==> src/rtl/ccsds123_frame_ctrl_pkg.sv <==
// ---------------------------------------------------------------------------
// ccsds123_frame_ctrl_pkg
// Shared definitions for the CCSDS-123 control blocks:
//   - ctrl_state_e : frame sequencer states (IDLE=0, STREAM=1, DRAIN=2)
//   - cnt_width()  : clog2 width helper that never returns 0, so a
//                    dimension of 1 still gets a legal 1-bit counter.
// ---------------------------------------------------------------------------
package ccsds123_frame_ctrl_pkg;

  typedef enum logic [1:0] {
    ST_IDLE   = 2'd0,
    ST_STREAM = 2'd1,
    ST_DRAIN  = 2'd2
  } ctrl_state_e;

  function automatic int cnt_width(input int n);
    return (n <= 1) ? 1 : $clog2(n);
  endfunction

endpackage

==> src/rtl/ccsds123_coord_counter.sv <==
// ---------------------------------------------------------------------------
// ccsds123_coord_counter
// BIP-order coordinate tracker: z is the fastest index, then x, then y.
// Ports:
//   clk, areset  : clock, asynchronous active-high reset
//   clear        : force coordinates to (0,0,0) (start of a run)
//   advance      : one sample handshake completed this cycle
//   coord_x/y/z  : coordinate of the sample currently presented
//   sample_last  : high while the coordinate is (NX-1, NY-1, NZ-1)
// ---------------------------------------------------------------------------
module ccsds123_coord_counter
  import ccsds123_frame_ctrl_pkg::*;
#(
  parameter int NX = 64,
  parameter int NY = 64,
  parameter int NZ = 8,
  parameter int XW = cnt_width(NX),
  parameter int YW = cnt_width(NY),
  parameter int ZW = cnt_width(NZ)
) (
  input  logic          clk,
  input  logic          areset,
  input  logic          clear,
  input  logic          advance,
  output logic [XW-1:0] coord_x,
  output logic [YW-1:0] coord_y,
  output logic [ZW-1:0] coord_z,
  output logic          sample_last
);

  logic          last_x, last_y, last_z;
  logic [XW-1:0] nxt_x;
  logic [YW-1:0] nxt_y;
  logic [ZW-1:0] nxt_z;

  assign last_x = (coord_x == XW'(NX - 1));
  assign last_y = (coord_y == YW'(NY - 1));
  assign last_z = (coord_z == ZW'(NZ - 1));

  // NOTE: every output of a combinational block gets a default before any
  // branch; a path that leaves one unassigned would infer a latch.
  always_comb begin
    nxt_x = coord_x;
    nxt_y = coord_y;
    nxt_z = coord_z + ZW'(1);
    if (last_z) begin
      nxt_z = '0;
      nxt_x = coord_x + XW'(1);
      if (last_x) begin
        nxt_x = '0;
        nxt_y = last_y ? '0 : coord_y + YW'(1);
      end
    end
  end

  // NOTE: reset is asynchronous, so it sits in the sensitivity list and is
  // tested first; the gated logic downstream depends on it acting at once.
  always_ff @(posedge clk or posedge areset) begin
    if (areset) begin
      coord_x     <= '0;
      coord_y     <= '0;
      coord_z     <= '0;
      sample_last <= 1'b0;
    end else if (clear) begin
      coord_x     <= '0;
      coord_y     <= '0;
      coord_z     <= '0;
      sample_last <= (NX * NY * NZ == 1);
    end else if (advance) begin
      coord_x     <= nxt_x;
      coord_y     <= nxt_y;
      coord_z     <= nxt_z;
      // Registered decode of the coordinate being loaded, so sample_last is
      // aligned with the sample it describes.
      sample_last <= (nxt_x == XW'(NX - 1)) && (nxt_y == YW'(NY - 1)) &&
                     (nxt_z == ZW'(NZ - 1));
    end
  end

endmodule

==> src/rtl/ccsds123_frame_ctrl.sv <==
// ---------------------------------------------------------------------------
// ccsds123_frame_ctrl
// Frame sequencer in front of the CCSDS-123 compressor input. Admits one
// NX*NY*NZ image at a time, tracks the BIP coordinate of each sample, closes
// the gate after the last sample and waits for the compressor's out_last
// before opening it for the next frame.
// Ports:
//   clk, areset               : clock, asynchronous active-high reset
//   start, stop, cfg_frames   : run control (cfg_frames = 0 -> continuous)
//   up_tdata/tvalid/tready    : upstream sample stream
//   dn_tdata/tvalid/tready    : to compressor s_axis (combinational pass)
//   enc_valid, enc_last       : compressor out_valid / out_last
//   sample_last, coord_x/y/z  : position of the sample on dn_tdata
//   busy, done, frame_count   : run status
//   err_last                  : sticky, out_last seen outside DRAIN
// ---------------------------------------------------------------------------
module ccsds123_frame_ctrl
  import ccsds123_frame_ctrl_pkg::*;
#(
  parameter int D      = 16,
  parameter int NX     = 64,
  parameter int NY     = 64,
  parameter int NZ     = 8,
  parameter int FCNT_W = 16
) (
  input  logic                     clk,
  input  logic                     areset,
  input  logic                     start,
  input  logic                     stop,
  input  logic [FCNT_W-1:0]        cfg_frames,
  input  logic [D-1:0]             up_tdata,
  input  logic                     up_tvalid,
  output logic                     up_tready,
  output logic [D-1:0]             dn_tdata,
  output logic                     dn_tvalid,
  input  logic                     dn_tready,
  input  logic                     enc_valid,
  input  logic                     enc_last,
  output logic                     sample_last,
  output logic [cnt_width(NX)-1:0] coord_x,
  output logic [cnt_width(NY)-1:0] coord_y,
  output logic [cnt_width(NZ)-1:0] coord_z,
  output logic                     busy,
  output logic                     done,
  output logic [FCNT_W-1:0]        frame_count,
  output logic                     err_last
);

  ctrl_state_e       state;
  logic              gate;
  logic              hs;
  logic              enc_end;
  logic              limit_hit;
  logic              stop_q;
  logic [FCNT_W-1:0] frames_q;

  // Gate decoded from registered state only: reset closes it immediately.
  assign gate      = (state == ST_STREAM);
  assign dn_tdata  = up_tdata;
  assign dn_tvalid = up_tvalid & gate;
  assign up_tready = dn_tready & gate;
  assign hs        = up_tvalid & dn_tready & gate;
  assign busy      = (state != ST_IDLE);
  assign enc_end   = enc_valid & enc_last;

  // The frame finishing now is number frame_count+1 of this run.
  assign limit_hit = (frames_q != '0) &&
                     ((frame_count + FCNT_W'(1)) == frames_q);

  ccsds123_coord_counter #(
    .NX(NX),
    .NY(NY),
    .NZ(NZ)
  ) u_coord (
    .clk         (clk),
    .areset      (areset),
    .clear       ((state == ST_IDLE) && start),
    .advance     (hs),
    .coord_x     (coord_x),
    .coord_y     (coord_y),
    .coord_z     (coord_z),
    .sample_last (sample_last)
  );

  // NOTE: sequential state uses non-blocking assignments so every register
  // samples pre-edge values regardless of statement order.
  always_ff @(posedge clk or posedge areset) begin
    if (areset) begin
      state       <= ST_IDLE;
      frames_q    <= '0;
      stop_q      <= 1'b0;
      err_last    <= 1'b0;
      done        <= 1'b0;
      frame_count <= '0;
    end else begin
      done <= 1'b0;
      case (state)
        ST_IDLE: begin
          // start wins over a simultaneous stop or enc_last.
          if (start) begin
            state       <= ST_STREAM;
            frames_q    <= cfg_frames;
            stop_q      <= 1'b0;
            err_last    <= 1'b0;
            frame_count <= '0;
          end else if (enc_end) begin
            err_last <= 1'b1;
          end
        end

        ST_STREAM: begin
          if (stop)    stop_q   <= 1'b1;
          if (enc_end) err_last <= 1'b1;
          if (hs && sample_last) state <= ST_DRAIN;
        end

        ST_DRAIN: begin
          if (enc_end) begin
            if (!(&frame_count)) frame_count <= frame_count + FCNT_W'(1);
            // A stop arriving on the closing edge counts as well.
            if (stop_q || stop || limit_hit) begin
              state <= ST_IDLE;
              done  <= 1'b1;
            end else begin
              state <= ST_STREAM;
            end
          end else if (stop) begin
            stop_q <= 1'b1;
          end
        end

        default: state <= ST_IDLE;
      endcase
    end
  end

endmodule

==> config.mk <==
export PLATFORM = sky130hd
export DESIGN_NAME = ccsds123_frame_ctrl
export DESIGN_NICKNAME = d
export VERILOG_FILES = /design/src/rtl/ccsds123_frame_ctrl_pkg.sv /design/src/rtl/ccsds123_coord_counter.sv /design/src/rtl/ccsds123_frame_ctrl.sv
export SDC_FILE = /design/constraint.sdc
export NUM_CORES = 1
export LEC_CHECK = 0
export ABC_AREA = 1
export BUFFER_PORTS_ARGS = -buffer_cell sky130_fd_sc_hd__buf_2
export CAP_MARGIN = 20
export CELL_PAD_IN_SITES_DETAIL_PLACEMENT = 1
export CELL_PAD_IN_SITES_GLOBAL_PLACEMENT = 1
export CORE_UTILIZATION = 38
export DETAILED_ROUTE_END_ITERATION = 10
export PLACE_DENSITY_LB_ADDON = 0.05
export SYNTH_ARGS = -nofsm -noshare
export SYNTH_HDL_FRONTEND = slang
export SYNTH_HIERARCHICAL = 1
export SYNTH_SLANG_ARGS = --single-unit
==> constraint.sdc <==
create_clock -name clk -period 2.4 [get_ports clk]
set_input_delay 0.24 -clock clk [delete_from_list [all_inputs] [get_ports clk]]
set_output_delay 0.24 -clock clk [all_outputs]
set_load 0.005 [all_outputs]
==> flow_metrics.tcl, run 1 <==
set metrics [dict create \
    run_status "completed" \
    grt_pass1_wl_um 17700 \
    routed_wl_um 10500 \
    synth_area_per_cell_um2 7.28 \
    drtIter0Drc 80 \
    crit_required_ns 2.58 \
    end_kind "register" \
    vias 3395 \
    vias_per_cell 5.00 \
    n_antenna_cell 0 \
    netlist_instances 497 \
    rsz0062_at_grt "no" \
    antenna_left 0 \
    worst_hold_slack_ns 0.0348 \
    dp_hpwl_um 8370 \
    start_kind "register" \
    cp_max_fo 13 \
    fp-row-count 35 \
    synth.ff_latch_count 53 \
    pwr-share-comb_pct 44.0 \
    io_pins 93 \
    numCtsBuffers 5 \
    crit_type "register to register" \
    cap_violations 0 \
    cts_root_buffer "clkbuf_8" \
    cts_tree "done" \
    finalCritPeriodShare_pct 87.8 \
    yosysTopAreaCell "dfrtp_1" \
    synth_nets 546 \
    fmax_mhz 474 \
    drtPass1Iterations 4 \
    seq_area_frac_synth_pct 36.6 \
    pre_cts_slack_ns 0.123 \
    grt_max_degree 38 \
    clock_latency_ns 0.30 \
    routedWlPerCell_um 15.4 \
    synth_area_leaders "dfrtp_1 (37%), nand2_1 (15%), nand3_1 (6.6%)" \
    slew_viol_final 0 \
    relSlewSlack_pct 55.0 \
    netSwitchingFraction_pct 42.6 \
    die_w_um 99.6 \
    setup_viol 0 \
    gr-usage-all-layers_pct 23.0 \
    core_mm2 0.00924 \
    grt_pass1_vias 3559 \
    skew_ns 0.00924 \
    seqPwrFrac_pct 39.9 \
    finalCriticalPeriod_ns 2.11 \
    synth_top_area_share_pct 36.6 \
    synth.distinct_cells 37 \
    final_util_pct 44.1 \
    antenna_found_initial 0 \
    clockPowerShare_pct 16.0 \
    htree_levels 2 \
    ir_worst_vdd_mv 0.383 \
    crit_arrival_ns 2.29 \
    p_sw_mw 1.34 \
    p_leak_nw 2.01 \
    hold_path_class "input pin to asynchronous set/reset pin" \
    grt_overflow_total 0 \
    p_int_mw 1.80 \
    start_util_pct 39.2 \
    clockBufferDepth 2 \
    place.gp.congestion 0.827 \
    setup_total_negative_slack_ns 0 \
    worst_slack_ns 0.292 \
    cts_hold_buf 0 \
    tightest_slew_ns 0.674 \
    fin_nets 598 \
    yosysWarnings 6 \
    drc 0 \
    p_total_mw 3.14 \
    power_density_mw_per_mm2 771 \
    syn-cell-area_mm2 0.00362 \
    cts_sinks 53 \
    fp.dieH_um 99.6 \
    area_growth_pct 12.5 \
    drive_gt1_share_pct 22.2 \
    cts.clk_slew.worst_paths_ns 0.10 \
    design.die.area_mm2 0.00992 \
    hold_violations 0 \
    io_buffer_count 60 \
]
-- cells by family (layout without fill, tap and decap cells) --
| family | count (synthesis) | after routing | synth area share (%) |
|---|---|---|---|
| xor+xnor | 5 | 5 | 1.59 |
| simple gates | 270 | 270 | 33.9 |
| buf+inv | 93 | 146 | 11.9 |
| compound gates | 67 | 67 | 12.9 |
| fa+ha+maj | 9 | 9 | 3.11 |
| flops | 53 | 53 | 36.6 |
-- power by group through the flow --
stage / combinational, mW / clock, mW / sequential, mW
after floorplan: 0.994 / 0 / 1.23
after global placement: 1.35 / 0 / 1.26
after detailed placement: 1.38 / 0 / 1.27
after CTS: 1.40 / 0.532 / 1.25
after global routing: 1.59 / 0.561 / 1.28
final: 1.38 / 0.504 / 1.25
-- flip-flops by register name, indices dropped and copies added, names as in the netlist --
register,cells
u_coord/coord_x,6
u_coord/coord_y,6
frames_q,16
frame_count,16
done,1
state,2
u_coord/sample_last,1
u_coord/coord_z,3
err_last,1
stop_q,1
-- routing by layer --
metal  vias up  global-route usage [%]  routed length [µm]
met3        12                    2.32                 182
met1      1628                    27.6                4670
met4         0                    5.32                 119
met2        53                    43.8                5490
met5         -                       0                   0
li1       1702                       -                   -
-- what timing repair did --
action                                  in CTS  in global routing
endpoints found under the setup margin       0                  7
resized for setup                            0                  6
setup buffers                                0                  0
-- cell type report --
class | count | area (µm²)
fill | 1216 | 5170
multi-input combinational | 351 | 1870
sequential | 53 | 1330
timing repair buffer | 69 | 368
inverter | 69 | 259
tap | 129 | 161
clock buffer | 6 | 72.6
clock inverter | 2 | 10.0
-- placed cells by master (no fill, tap or decap), types with 2 or more instances in the layout --
master	n
clkinv_2	2
a21oi_2	2
buf_4	9
nor3_1	2
nand3_1	48
dfrtp_2	3
nand4_1	11
xnor2_1	2
inv_1	63
nand3_2	2
nand2_4	2
nand2_1	149
or2_2	2
nand3b_1	2
o21ai_2	2
inv_2	5
o32ai_1	2
nor2_2	5
nor2_1	36
ha_1	8
nor2_4	6
o22ai_2	10
o22ai_1	9
o21ai_0	25
o21ai_1	9
buf_2	60
clkbuf_8	5
a21oi_1	5
xor2_1	2
nand2_2	3
dfrtp_1	50
-- metrics by stage --
step                      area, µm²  instances
after floorplan                3620        497
after global placement         3980        671
after detailed placement       3980        671
after CTS                      4060        679
after global routing           4070        679
final                          4070        679
-- final timing paths --
kind	from	endpoint	slack (ns)	cells after the start
min in group clk	cfg_frames[0]	frames_q[0]	0.14	3
worst max register to register	frame_count[0]	frame_count[10]	0.29	9
worst min-delay path	areset	u_coord/coord_y[1]	0.03	2
max in group asynchronous	areset	u_coord/coord_x[5]	1.94	2
worst min register to register	frames_q[0]	frames_q[0]	0.53	2
worst max-delay path	frame_count[0]	frame_count[10]	0.29	9
-- critical path: stages (launching register included) --
cell and delay, ns:
dfrtp_2 0.44, ha_2 0.27, nand2_1 0.11, nor2_4 0.14, nand4_2 0.20, o31ai_4 0.29
buf_4 0.18, inv_2 0.06, nand2_4 0.19, o22ai_2 0.10
-- synth_stat cells (all sizes together) --
cell    number
nor2        48
o211ai       1
clkinv       1
o22ai       19
nand2      154
inv         68
xnor3        1
or2          2
nand3b       2
o32ai        2
o21bai       1
clkbuf       5
xor2         2
xnor2        2
nand3       50
nor3         2
buf         19
ha           9
o31ai        1
nand4       12
o21ai       36
dfrtp       53
a21oi        7
Power figures use the tool's default switching activity.
==> run 2: changes to the inputs <==
--- a/config.mk
+++ b/config.mk
@@ -12,7 +12,7 @@
 export CELL_PAD_IN_SITES_GLOBAL_PLACEMENT = 1
 export CORE_UTILIZATION = 38
 export DETAILED_ROUTE_END_ITERATION = 10
-export PLACE_DENSITY_LB_ADDON = 0.05
+export PLACE_DENSITY = 0.92
 export SYNTH_ARGS = -nofsm -noshare
 export SYNTH_HDL_FRONTEND = slang
 export SYNTH_HIERARCHICAL = 1
==> run 2 against run 1 <==
Net effect:
- final cell count fell by 0.44%
- fmax fell by 4.7%
- total power rose by 2.4%
- die area did not move
- critical path type unchanged
- combinational power barely moved
==> flow_metrics.tcl, run 2 (synthesis results as in run 1) <==
set metrics [dict create \
    run_status "completed" \
    grt_max_degree 38 \
    fmax_mhz 452 \
    grt_pass1_wl_um 18000 \
    crit_path_frequent_cell "nand2_1" \
    rsz0062_at_grt "no" \
    hold_violations 0 \
    slowest_stage "dfrtp_1" \
    cts_sinks 53 \
    end_kind "register" \
    cp_max_fo 10 \
    io_pins 93 \
    finalCriticalPeriod_ns 2.21 \
    crit_arrival_ns 2.42 \
    die_w_um 99.6 \
    clockBufferDepth 2 \
    n_antenna_cell 0 \
    start_util_pct 39.2 \
    fp.dieH_um 99.6 \
    skew_ns 0.00444 \
    crit_type "register to register" \
    routed_wl_um 10700 \
    p_leak_nw 2.01 \
    dp_hpwl_um 8550 \
    htree_levels 2 \
    critPathMaxStageDelay_ns 0.57 \
    placed_cell_area_mm2 0.00395 \
    crit_required_ns 2.61 \
    drtIter0Drc 100 \
    vias_per_cell 5.25 \
    gr-usage-all-layers_pct 23.0 \
    core_mm2 0.00924 \
    layout_common_cells "nand2_1 (149), inv_1 (63), buf_2 (60), dfrtp_1 (52), nand3_1 (48)" \
    setup_total_negative_slack_ns 0 \
    io_buffer_count 60 \
    setup_viol 0 \
    cap_violations 0 \
    drive_gt1_share_pct 21.6 \
    design.die.area_mm2 0.00992 \
    place.gp.congestion 0.920 \
    routedWlPerCell_um 15.9 \
    grt_overflow_total 0 \
    tightest_slew_ns 0.662 \
    cts_hold_buf 0 \
    crit_chain "nand3_1 > nor2_2 > nand3_1 > nand2_1 > nand3_1 > nand2_1 > nand3_1 > nor2_1 > nand2_1 > nand2_1 > nand2_1 > nand2_1 > nand2_1" \
    start_kind "register" \
    drtPass1Iterations 4 \
    final_cell_area_mm2 0.00408 \
    cts.clk_slew.worst_paths_ns 0.10 \
    clock_latency_ns 0.31 \
    final_common_cell "nand2_1" \
    cts_tree "done" \
    fp-row-count 35 \
    drc 0 \
    grt_pass1_vias 3778 \
    fin_nets 595 \
    antenna_left 0 \
    power_density_mw_per_mm2 789 \
    hold_path_class "input pin to asynchronous set/reset pin" \
    antenna_found_initial 1 \
    reg.largest.list "frame_count (16), frames_q (16)" \
    ir_worst_vdd_mv 0.350 \
    r2r_slack_ns 0.19 \
    cts_root_buffer "clkbuf_8" \
    vias 3551 \
    area_growth_pct 12.6 \
    relSlewSlack_pct 55.8 \
    finalCritPeriodShare_pct 92.2 \
    numCtsBuffers 5 \
    slew_viol_final 0 \
]
==> run 2: cell count changes in the layout (fill, tap and decap cells not counted), sizes merged <==
cell / change
buf: -3
clkbuf: +1
clkinv: -1
==> run 2: worst paths after layout <==
kind	from	end	cells past startpoint
worst min-delay path	areset	u_coord/coord_z[1]	2
worst min register to register	err_last	err_last	2
min in group clk	cfg_frames[4]	frames_q[4]	3
worst max register to register	frame_count[2]	state[0]	13
max in group asynchronous	areset	u_coord/coord_y[0]	2
worst max-delay path	frame_count[2]	state[0]	13
==> run 2: timing repair <==
item,CTS,global route
buffers inserted,0,0
endpoints found under the setup margin,0,15
resized for setup,0,5
==> run 2: area by class of cell <==
type / instances / area (µm²)
fillers: 1219 / 5160
multi-input cells: 351 / 1880
flip-flops and latches: 53 / 1330
repair buffers: 66 / 345
inverters: 69 / 259
well taps: 129 / 161
clock buffers: 7 / 96.3
clock inverters: 1 / 5.00
==> run 2: metal layers <==
layer  part of all wire [%]  wire [µm]  track usage (%)
met5                      0          0                0
met1                     41       4390             26.7
met2                     52       5590             42.3
met4                    2.5        266             7.69
met3                    4.6        492             4.64
==> run 2: through the flow <==
step / hold WS (ns) / std cells / setup WS (ns) / utilization, % / total power, mW
after floorplan: 0.154 / 497 / 0.544 / - / 2.22
after global placement: 0.371 / 668 / 0.251 / 42.8 / 2.54
after detailed placement: 0.372 / 668 / 0.0681 / 42.8 / 2.64
after CTS: 0.0353 / 676 / 0.0540 / 43.9 / 3.21
after global routing: 0.0814 / 676 / 0.0405 / 44.1 / 3.47
final: 0.0128 / 676 / 0.188 / 44.1 / 3.22
==> run 2: critical path: cells and delay by family (launching register included) <==
| kind | cells | cell delay [ns] |
|---|---|---|
| and+or+nand+nor | 13 | 1.53 |
| DFF | 1 | 0.57 |
==> run 2: power by group <==
group / internal [mW] / switching, mW / total (mW)
Clock: 0.262 / 0.311 / 0.573
Combinational: 0.481 / 0.898 / 1.38
Sequential: 1.10 / 0.170 / 1.26
==> run 3: changes to the inputs <==
--- a/config.mk
+++ b/config.mk
@@ -5,14 +5,13 @@
 export SDC_FILE = /design/constraint.sdc
 export NUM_CORES = 1
 export LEC_CHECK = 0
-export ABC_AREA = 1
 export BUFFER_PORTS_ARGS = -buffer_cell sky130_fd_sc_hd__buf_2
 export CAP_MARGIN = 20
 export CELL_PAD_IN_SITES_DETAIL_PLACEMENT = 1
 export CELL_PAD_IN_SITES_GLOBAL_PLACEMENT = 1
-export CORE_UTILIZATION = 38
+export CORE_UTILIZATION = 40
 export DETAILED_ROUTE_END_ITERATION = 10
-export PLACE_DENSITY = 0.92
+export PLACE_DENSITY = 0.88
 export SYNTH_ARGS = -nofsm -noshare
 export SYNTH_HDL_FRONTEND = slang
 export SYNTH_HIERARCHICAL = 1
==> run 3 against run 2 <==
Net effect:
- clock skew increased by 0.0020 ns
- critical path depth fell by 6
- design area down 4.7%
- utilization rose by 3.2 points
- setup slack got worse by 0.049 ns
- die area is 10% lower
- hold slack better by 0.016 ns
- final cell count fell by 22%
==> flow_metrics.tcl, run 3 <==
set metrics [dict create \
    run_status "completed" \
    synth.distinct_cells 53 \
    grt_pass1_wl_um 15800 \
    numCtsBuffers 5 \
    yosysMostFrequentCell "dfrtp_1" \
    synth_area_per_cell_um2 9.27 \
    crit_start "frame_count[5]" \
    crit_arrival_ns 2.48 \
    rr_startpoint "frame_count[5]" \
    routedWlPerCell_um 18.2 \
    p_total_mw 2.71 \
    n_antenna_cell 0 \
    routed_wl_um 9550 \
    grt_pass1_vias 3172 \
    clock_latency_ns 0.31 \
    ir_worst_vdd_mv 0.232 \
    yosysTopAreaCell "dfrtp_1" \
    cp.depth 7 \
    fin_nets 469 \
    antenna_left 0 \
    rsz0062_at_grt "yes" \
    dp_hpwl_um 6970 \
    r2r_end "frame_count[14]" \
    synth_ff_type "dfrtp_1" \
    grt_max_degree 38 \
    final.fill_count 1006 \
    fp-row-count 33 \
    cts_hold_buf 0 \
    layout_common_cells "buf_2 (60), dfrtp_1 (51), nor2_1 (32), nand2_1 (29), a21oi_1 (22)" \
    slowest_stage "dfrtp_1" \
    hold_violations 0 \
    skew_ns 0.00643 \
    start_util_pct 41.5 \
    drive_gt1_share_pct 28.5 \
    end_kind "register" \
    synth_top_area_share_pct 38.9 \
    htree_levels 2 \
    antenna_found_initial 1 \
    tightest_slew_ns 0.766 \
    power_density_mw_per_mm2 698 \
    netlist_instances 368 \
    gr-usage-all-layers_pct 22.8 \
    cp_top_family "simple AND/OR/NAND/NOR gates" \
    final_common_cell "buf_2" \
    final_cells 526 \
    cp_max_fo 16 \
    synth-edff-count 0 \
    synthTopCellsByCount "dfrtp_1 (53), nor2_1 (33), nand2_1 (30)" \
    cts_setup_buffers 0 \
    cts_root_buffer "clkbuf_8" \
    setup_viol 0 \
    slew_viol_final 0 \
    core_mm2 0.00822 \
    cts_sinks 53 \
    clockBufferDepth 2 \
    p_leak_nw 1.76 \
    place.gp.congestion 0.832 \
    cts.clk_slew.worst_paths_ns 0.11 \
    fp.dieH_um 94.3 \
    grt_overflow_total 0 \
    critPathMaxStageDelay_ns 0.53 \
    r2r_cells 7 \
    dp_cells 518 \
    r2r_slack_ns 0.14 \
    crit_type "register to register" \
    synth_nets 417 \
    finalCriticalPeriod_ns 2.26 \
    critPathBufInv 0 \
    start_kind "register" \
    io_pins 93 \
    design.die.area_mm2 0.00890 \
    cts_tree "done" \
    drtIter0Drc 106 \
    critPathCapture "frame_count[14]" \
    vias_per_cell 5.67 \
    area_growth_pct 13.9 \
    crit_chain "nand3_4 > nor4_4 > and3_1 > nand2_1 > o211ai_2 > o21ai_0 > o31ai_1" \
    drtPass1Iterations 4 \
    seq_area_frac_synth_pct 38.9 \
    drc 0 \
    synth_area_leaders "dfrtp_1 (39%), mux2_2 (5.3%), xnor2_1 (4.9%)" \
    die_w_um 94.3 \
    synth.ff_latch_count 53 \
    io_buffer_count 60 \
    reg.largest.list "frame_count (16), frames_q (16)" \
    finalCritPeriodShare_pct 94.2 \
    syn-cell-area_mm2 0.00341 \
    crit_required_ns 2.62 \
    vias 2983 \
    hold_path_class "input pin to asynchronous set/reset pin" \
    fmax_mhz 442 \
    yosysWarnings 6 \
    relSlewSlack_pct 48.8 \
    synthArstFlopShare_pct 100 \
    cap_violations 0 \
]
## run 3: final cells by class
class	instances	area [µm²]	area share (%)
Clock buffer	6	82.6	2.12
Clock inverter	2	13.8	0.354
Inverter	12	45.0	1.16
Multi-Input combinational cell	273	1860	47.8
Sequential cell	53	1330	34.2
Tap cell	105	131	3.38
Timing Repair Buffer	75	425	10.9
## run 3: cells by family (layout without fill, tap and decap cells)
logic type	after synthesis	count (layout)	synth area share, %
xor gates and xnor gates	28	28	7.19
DFF	53	53	38.9
AOI/OAI and AO/OA	80	80	14.4
muxes	20	20	6.46
adders and majority gates	9	9	3.30
buffers and inverters	42	95	7.08
and+or+nand+nor	136	136	22.7
## run 3: what timing repair did
| action | in CTS | in global routing |
|---|---|---|
| resized for setup | 0 | 7 |
| endpoints found under the hold margin | 0 | 0 |
| endpoints found under the setup margin | 0 | 15 |
## run 3: worst min-delay path by stage
stage	endpoint	slack, ns	depth (start not counted)
after floorplan	u_coord/coord_x[0]	0.15	1
after global placement	u_coord/coord_y[0]	0.37	2
after detailed placement	u_coord/coord_y[3]	0.38	2
after CTS	u_coord/coord_x[5]	0.03	2
after global routing	u_coord/coord_x[5]	0.08	2
final	u_coord/coord_x[4]	0.03	2
## run 3: through the flow
step / utilization [%] / TNS (ns) / hold WS [ns] / setup WS, ns / instance area, µm²
after floorplan: - / 0 / 0.154 / 0.0184 / 3410
after global routing: 47.3 / -0.0139 / 0.0844 / -0.00917 / 3890
final: 47.3 / 0 / 0.0291 / 0.138 / 3890
after detailed placement: 45.9 / 0 / 0.378 / 0.125 / 3770
after CTS: 47.1 / 0 / 0.0338 / 0.0363 / 3870
after global placement: 45.9 / 0 / 0.374 / 0.206 / 3770
## run 3: metal layers
metal	up-vias	part of all wire [%]	GRT usage (%)	wire length (µm)
li1	1407	-	-	-
met2	67	53	41.9	5090
met3	6	3.6	4.03	347
met4	0	0.69	5.38	66
met1	1503	42	27.4	4040
met5	-	0	0	0
## run 3: report_power, final
group	internal, mW	switching, mW	total, mW
sequential	1.07	0.206	1.27
clock	0.235	0.321	0.556
combinational	0.425	0.458	0.882
total	1.73	0.984	2.71
